[src/rtl/mips_pkg.sv]
// Shared MIPS definitions: PC source encodings, instruction field positions, opcodes.
package mips_pkg;

  typedef enum logic [1:0] {
    PCSRC_ALURES = 2'b00,
    PCSRC_ALUOUT = 2'b01,
    PCSRC_JUMP   = 2'b10,
    PCSRC_HOLD   = 2'b11
  } pcsrc_e;

  localparam int OP_MSB    = 31;
  localparam int OP_LSB    = 26;
  localparam int RS_MSB    = 25;
  localparam int RS_LSB    = 21;
  localparam int RT_MSB    = 20;
  localparam int RT_LSB    = 16;
  localparam int RD_MSB    = 15;
  localparam int RD_LSB    = 11;
  localparam int IMM_MSB   = 15;
  localparam int IMM_LSB   = 0;
  localparam int FUNCT_MSB = 5;
  localparam int FUNCT_LSB = 0;
  localparam int JADDR_MSB = 25;

  localparam logic [5:0] OP_RTYPE = 6'h00;
  localparam logic [5:0] OP_J     = 6'h02;
  localparam logic [5:0] OP_BEQ   = 6'h04;
  localparam logic [5:0] OP_ADDI  = 6'h08;
  localparam logic [5:0] OP_LW    = 6'h23;
  localparam logic [5:0] OP_SW    = 6'h2B;

endpackage

[src/rtl/flopenr.sv]
// Enabled register with asynchronous active-high reset to a parameterised value.
module flopenr #(
  parameter int               WIDTH     = 32,
  parameter logic [WIDTH-1:0] RESET_VAL = '0
) (
  input  logic             clk,
  input  logic             reset,
  input  logic             en,
  input  logic [WIDTH-1:0] d,
  output logic [WIDTH-1:0] q
);

  logic [WIDTH-1:0] r_q;

  always_ff @(posedge clk or posedge reset) begin
    if (reset)   r_q <= RESET_VAL;
    else if (en) r_q <= d;
  end

  assign q = r_q;

endmodule

[src/rtl/fetch_unit.sv]
// Multicycle MIPS fetch stage: PC, IR and MDR, address mux and field decode.
// Optional fetched-instruction counter built only when INSTR_CNT_EN is defined.
module fetch_unit
  import mips_pkg::*;
#(
  parameter int                WIDTH    = 32,
  parameter logic [WIDTH-1:0]  RESET_PC = 32'h0000_0000
) (
  input  logic             clk,
  input  logic             reset,
  input  logic             PCEn,
  input  logic [1:0]       PCSrc,
  input  logic             IorD,
  input  logic             IRWrite,
  input  logic [WIDTH-1:0] ALUResult,
  input  logic [WIDTH-1:0] ALUOut,
  input  logic [WIDTH-1:0] ReadData,
  input  logic             mem_rdy,
  output logic [WIDTH-1:0] Adr,
  output logic [WIDTH-1:0] PC,
  output logic [WIDTH-1:0] Instr,
  output logic [WIDTH-1:0] Data,
  output logic [5:0]       op,
  output logic [5:0]       funct,
  output logic [4:0]       rs,
  output logic [4:0]       rt,
  output logic [4:0]       rd,
  output logic [15:0]      imm,
  output logic             stall,
  output logic [31:0]      icount
);

  logic [WIDTH-1:0] w_pc;
  logic [WIDTH-1:0] w_instr;
  logic [WIDTH-1:0] w_data;
  logic [WIDTH-1:0] w_pc_next;
  logic [WIDTH-1:0] w_jump;
  logic             w_stall;
  logic             w_ir_en;
  logic             w_pc_en;

  assign w_stall = IRWrite & ~mem_rdy;
  assign w_ir_en = IRWrite & mem_rdy;
  assign w_pc_en = PCEn & ~w_stall;

  // Jump target is formed from the IR as it stands before this edge.
  assign w_jump = {w_pc[WIDTH-1:WIDTH-4], w_instr[JADDR_MSB:0], 2'b00};

  always_comb begin
    w_pc_next = w_pc;
    case (pcsrc_e'(PCSrc))
      PCSRC_ALURES: w_pc_next = ALUResult;
      PCSRC_ALUOUT: w_pc_next = ALUOut;
      PCSRC_JUMP:   w_pc_next = w_jump;
      default:      w_pc_next = w_pc;
    endcase
  end

  flopenr #(.WIDTH(WIDTH), .RESET_VAL(RESET_PC)) u_pc (
    .clk(clk), .reset(reset), .en(w_pc_en), .d(w_pc_next), .q(w_pc)
  );

  flopenr #(.WIDTH(WIDTH), .RESET_VAL('0)) u_ir (
    .clk(clk), .reset(reset), .en(w_ir_en), .d(ReadData), .q(w_instr)
  );

  flopenr #(.WIDTH(WIDTH), .RESET_VAL('0)) u_mdr (
    .clk(clk), .reset(reset), .en(mem_rdy), .d(ReadData), .q(w_data)
  );

`ifdef INSTR_CNT_EN
  logic [31:0] r_icount;

  always_ff @(posedge clk or posedge reset) begin
    if (reset)        r_icount <= '0;
    else if (w_ir_en) r_icount <= r_icount + 32'd1;
  end

  assign icount = r_icount;
`else
  assign icount = '0;
`endif

  assign Adr   = IorD ? ALUOut : w_pc;
  assign PC    = w_pc;
  assign Instr = w_instr;
  assign Data  = w_data;
  assign stall = w_stall;
  assign op    = w_instr[OP_MSB:OP_LSB];
  assign funct = w_instr[FUNCT_MSB:FUNCT_LSB];
  assign rs    = w_instr[RS_MSB:RS_LSB];
  assign rt    = w_instr[RT_MSB:RT_LSB];
  assign rd    = w_instr[RD_MSB:RD_LSB];
  assign imm   = w_instr[IMM_MSB:IMM_LSB];

endmodule

[config.mk]
export PLATFORM = sky130hd
export DESIGN_NAME = fetch_unit
export DESIGN_NICKNAME = d
export VERILOG_FILES = /design/src/rtl/mips_pkg.sv /design/src/rtl/flopenr.sv /design/src/rtl/fetch_unit.sv
export SDC_FILE = /design/constraint.sdc
export NUM_CORES = 1
export LEC_CHECK = 0
export BUFFER_PORTS_ARGS = -buffer_cell sky130_fd_sc_hd__clkbuf_2
export CORE_AREA = 2 2 120 122
export CTS_CLUSTER_DIAMETER = 80
export DETAILED_ROUTE_END_ITERATION = 6
export DIE_AREA = 0 0 122 124
export MAX_ROUTING_LAYER = met4
export PLACE_DENSITY = 0.85
export SKIP_CTS_REPAIR_TIMING = 1
export SLEW_MARGIN = 15
export SYNTH_ARGS = -nofsm -noshare
export SYNTH_HDL_FRONTEND = slang
export SYNTH_SLANG_ARGS = --single-unit
[constraint.sdc]
create_clock -name clk -period 2.75 [get_ports clk]
set_input_delay 0.275 -clock clk [delete_from_list [all_inputs] [get_ports clk]]
set_output_delay 0.275 -clock clk [all_outputs]
set_load 0.01 [all_outputs]
### Word-level counts from Yosys, hierarchy flattened

Index checks and enable logic that the tools add are counted.

| operators by class | value |
|---|---|
| bitwise operators | 6 |
| multiplexer cells | 2 |
| reduce and logical (&&, ||, !) cells | 5 |
| eq/ne operators | 2 |

Operators with widths:

| operator | count |
|---|---|
| one-hot mux 32 bit (3 select lines) | 1 |
| 2-to-1 mux 32 bit | 1 |
| bitwise AND 1 bit | 3 |
| NOT 1 bit | 3 |
| AND reduction 3 bit | 1 |
| nonzero test 3 bit | 1 |
| equality test 2 x 1 -> 1 bit (second input constant) | 1 |
| equality test 2 bit (second input constant) | 1 |
| zero test 2 bit | 1 |
| AND reduction 2 bit | 1 |
| nonzero test 2 bit | 1 |

| word-level totals | value |
|---|---|
| flip-flop bits (word level) | 96 |
| output and inout port bits | 204 |
| word-level logic and storage cells | 19 |
| input bits | 104 |

### Longest topological paths before layout

| depth | value |
|---|---|
| depth in word-level cells | 5 |
| depth in mapped cells | 7 |
| mapped depth without buffers | 5 |

### By module

A second synthesis with hierarchy kept.

| second synthesis, totals | value |
|---|---|
| cell total of the unflattened synthesis | 374 |
| area, all modules | 5810.6 um2 |

Modules (own cells, without submodules):

| module | area an instance (um2) | cells an instance | seq. area each (um2) | instances |
|---|---|---|---|---|
| flopenr | 1348.8 | 69 | 800.8 | 3 |
| fetch_unit | 1764.2 | 167 | 0.0 | 1 |

### Least setup slack after synthesis

No wires, ideal clock.

| timing | value |
|---|---|
| path type | input to register |
| start point | input port PCSrc[0] |
| end point | register u_pc.r_q[28], in the netlist u_pc.q[28] |
| setup slack | 1114 ps |
| buffers on the path | 1 |
| data required time | 2623 ps |
| cell stages on the path | 5 |
| arrival | 1509 ps |
| library setup time | 127 ps |
| cells stage by stage | inv_1 > ha_1 > buf_2 > or4b_4 > mux2_1 |

| on the way | value |
|---|---|
| word-level cells in the longest chain between the ends | 3 |
| elaborated cells on any way between the ends | 7 |
| classes of those cells | 2 x eq/ne; 1 x mux; 1 x bitwise; 3 x reduce/logical |

Ends and longest elaborated chain:

| what | line | text |
|---|---|---|
| start: declaration | fetch_unit.sv:12 | `input logic [1:0] PCSrc,` |
| equality test 2 x 1 -> 1 bit (tied with other cells) | fetch_unit.sv:51 | `case (pcsrc_e'(PCSrc))` |
| nonzero test 2 bit (no source line) / NOT 1 bit (equally long branches) | n/a |  |
| AND reduction 3 bit (no source line) | n/a |  |
| end signal: assignment | flopenr.sv:16 | `if (reset) r_q <= RESET_VAL;` |
| end signal: assignment | flopenr.sv:17 | `else if (en) r_q <= d;` |
| end: declaration | flopenr.sv:13 | `logic [WIDTH-1:0] r_q;` |

Several ways; a longest one is shown, not always the timed one.
A chain may end at the register's enable or synchronous reset.

### Final worst setup path

| timing | value |
|---|---|
| start point | input port IorD |
| end point | output port Adr[30] |

| on the way | value |
|---|---|
| word-level cells in the longest chain between the ends | 1 |

Ends and longest elaborated chain:

| what | line | text |
|---|---|---|
| start: declaration | fetch_unit.sv:13 | `input logic IorD,` |
| 2-to-1 mux 32 bit | fetch_unit.sv:84 | `assign Adr = IorD ? ALUOut : w_pc;` |
| end: declaration | fetch_unit.sv:19 | `output logic [WIDTH-1:0] Adr,` |

No other way between the ends.

==> flow_metrics.env <==
export IMPL_drv_slew=0
export IMPL_max_freq_mhz=551
export IMPL_hold_path_class="in2async"
export IMPL_grt_pass1_wl_mm=20.8
export IMPL_chipWidth_um=122
export IMPL_synth_xor_area_share=0
export IMPL_powerDensity_mw_per_mm2=667
export IMPL_grtUsageTotal=0.189
export IMPL_muxShareOfSynthArea=0.276
export IMPL_dp_cells=820
export IMPL_tightest_slew_ns=0.841
export IMPL_antenna_cells=0
export IMPL_yosysUniqueCellTypes=22
export IMPL_critPathLaunchType="input port"
export IMPL_gp_congestion=0.796
export IMPL_hpwlAfterDp_mm=10.6
export IMPL_setup_tns_ns=0
export IMPL_fin_nets=759
export IMPL_hold_violations=0
export IMPL_htree_levels=3
export IMPL_drc_errors=0
export IMPL_required_ns=2.48
export IMPL_cp_max_fo=19
export IMPL_wirelength_mm=14.3
export IMPL_dr_total_vias=4060
export IMPL_p_leak_nw=3.32
export IMPL_cp_depth=4
export IMPL_die_area_mm2=0.0151
export IMPL_synthSimpleGateAreaFrac=0.0285
export IMPL_postSynthCellCount=428
export IMPL_crit_type="in2out"
export IMPL_grt_max_degree=97
export IMPL_ant_nets=0
export IMPL_yosys_register_bits=96
export IMPL_avgSynthCellArea_um2=12.0
export IMPL_crit_path_top_delay_cell="mux2_2"
export IMPL_syn_cell_area_mm2=0.00514
export IMPL_initialDrtViolationCount=124
export IMPL_grt_pass1_vias=3837
export IMPL_start_util=0.375
export IMPL_path_clk_slew_ns=0.07
export IMPL_seq_area_frac_synth=0.467
export IMPL_crit_family="buffers and inverters"
export IMPL_grt_overflow_total=0
export IMPL_fillerInstances=1284
export IMPL_cpMostUsedCell="clkbuf_2"
export IMPL_postLayoutCoreUtil=0.476
export IMPL_end_kind="output port"
export IMPL_critPathArrivalTime_ns=1.54
export IMPL_regToRegSetupSlack_ns=1.63
export IMPL_rsz0062_at_grt="false"
export IMPL_cts_path_max_buffers=2
export IMPL_max_vdd_ir_drop_uv=291
export IMPL_rr_worst_depth=3
export IMPL_max_stage_delay_ns=0.39
export IMPL_synth_compound_area_frac=0.0769
export IMPL_reg2reg_from="u_ir.q[15]"
export IMPL_drt_pass1_iter_count=4
export IMPL_numClockSinks=96
export IMPL_die_h_um=124
export IMPL_r2r_end="u_pc.q[17]"
export IMPL_crit_chain="clkbuf_2 > buf_4 > mux2_2 > clkbuf_2"
export IMPL_fin_cells=836
export IMPL_core_area_mm2=0.0137
export IMPL_p_total_mw=4.36
export IMPL_yosys_warnings=0
export IMPL_drv_cap=0
export IMPL_cts_tree="done"
export IMPL_antenna_found_initial=0
export IMPL_whs_ns=0.0715
export IMPL_fin_crit_sh=0.661
export IMPL_root_buffer="clkbuf_16"
export IMPL_synthAdderAreaFrac=0.00974
export IMPL_design_area_mm2=0.00653
export IMPL_place_area_mm2=0.00624
export IMPL_clock_latency_ns=0.34
export IMPL_setup_viol=0
export IMPL_slew_limit_headroom=0.439
export IMPL_cts_made_buffers=9
export IMPL_status="complete, no violations"
export IMPL_min_period_ns=1.82
export IMPL_dp_slack_ns=0.512
export IMPL_layout_setup_ws_ns=0.934
export IMPL_portBuffers=275
export IMPL_vias_per_cell=4.86
export IMPL_synth_top_family_by_area="multiplexers"
export IMPL_rows=43
export IMPL_skew_ns=0.00750
export IMPL_crit_buf_inv=3
export IMPL_area_growth_pct=27.1
export IMPL_io_pins=308
export IMPL_drive_gt1_frac=0.643
export IMPL_wl_per_cell_um=17.1
[layer usage]
metal	up-vias	track usage	routed length (um)	part of all wire
li1	1851	-	-	-
met1	1997	0.219	5590	0.39
met2	196	0.324	7520	0.52
met3	16	0.0485	986	0.069
met4	0	0.0611	227	0.016
met5	-	-	0	0
[cell type report]
class                           instances  area, um2  area share
Sequential cell                        96       2400       0.368
Multi-Input combinational cell        257       2140       0.327
Timing Repair Buffer                  283       1460       0.224
Clock buffer                           11        233      0.0356
Tap cell                              180        225      0.0345
Clock inverter                          5       56.3     0.00862
Inverter                                4       18.8     0.00287
[power by group]
| group | internal, mW | switching (mW) | total, mW | leakage [nW] |
|---|---|---|---|---|
| combinational | 0.619 | 0.643 | 1.26 | 2.04 |
| clock | 0.706 | 0.538 | 1.24 | 0.140 |
| sequential | 1.64 | 0.211 | 1.85 | 1.14 |
| total | 2.97 | 1.39 | 4.36 | 3.32 |
[cells by family (layout without fill, tap and decap cells)]
kind of cell | count (synthesis) | count (layout)
AOI/OAI and AO/OA | 62 | 62
buffers and inverters | 106 | 303
adders and majority gates | 4 | 4
DFF | 96 | 96
muxes | 126 | 126
other | 1 | 32
and+or+nand+nor | 33 | 33
[worst reg2reg max path: stages (launching register included)]
cell and delay [ns]:
dfrtp_1 0.43, a22oi_1 0.21, a21oi_1 0.09, mux2_2 0.27
[cells in the final DEF, fill, tap and decap left out]
cell and n:
bufinv_16 1, a21oi_1 26, and2_1 1, dfrtp_1 96, o21ai_0 4, nand2_2 1
or2_1 1, nand2b_1 1, a22o_1 4, clkbuf_2 275, buf_12 2, inv_6 1
or4b_4 1, inv_1 3, mux2_1 6, clkinv_2 2, ha_2 1, a22oi_1 28
clkinvlp_4 2, nor2_1 27, conb_1 32, ha_1 3, clkbuf_16 9, nor2b_2 1
mux2_2 120, buf_4 6, clkbuf_1 2
[cells in the mapped netlist]
master	n	area, um2
mux2_1	6	67.6
buf_1	1	3.75
buf_2	7	35.0
a22o_1	4	35.0
mux2_2	120	1350
nand2b_1	1	6.26
dfrtp_1	96	2400
buf_4	76	571
ha_1	4	50.1
or2_1	1	6.26
buf_6	4	45.0
nand2_1	1	3.75
a21oi_1	26	130
and2_1	1	6.26
o21ai_0	4	20.0
or4b_4	1	13.8
nor2b_2	1	8.76
nor2_1	27	101
conb_1	1	3.75
a22oi_1	28	210
inv_1	4	15.0
clkbuf_1	14	52.6
[sequential cells by signal (all words and copies together), names as in the netlist]
name and cells:
u_ir.q 32, u_mdr.q 32, u_pc.q 32
[worst max path at each step]
| stage | from | endpoint | slack (ns) |
|---|---|---|---|
| floorplan | PCSrc[0] | u_pc.q[28] | 1.11 |
| global placement | PCSrc[0] | u_pc.q[17] | 0.59 |
| detailed placement | PCSrc[0] | u_pc.q[23] | 0.51 |
| CTS | PCSrc[0] | u_pc.q[23] | 0.90 |
| global route | PCSrc[0] | u_pc.q[16] | 0.80 |
| finish | IorD | Adr[30] | 0.93 |
Note: power is estimated with default switching activity, not from simulation.
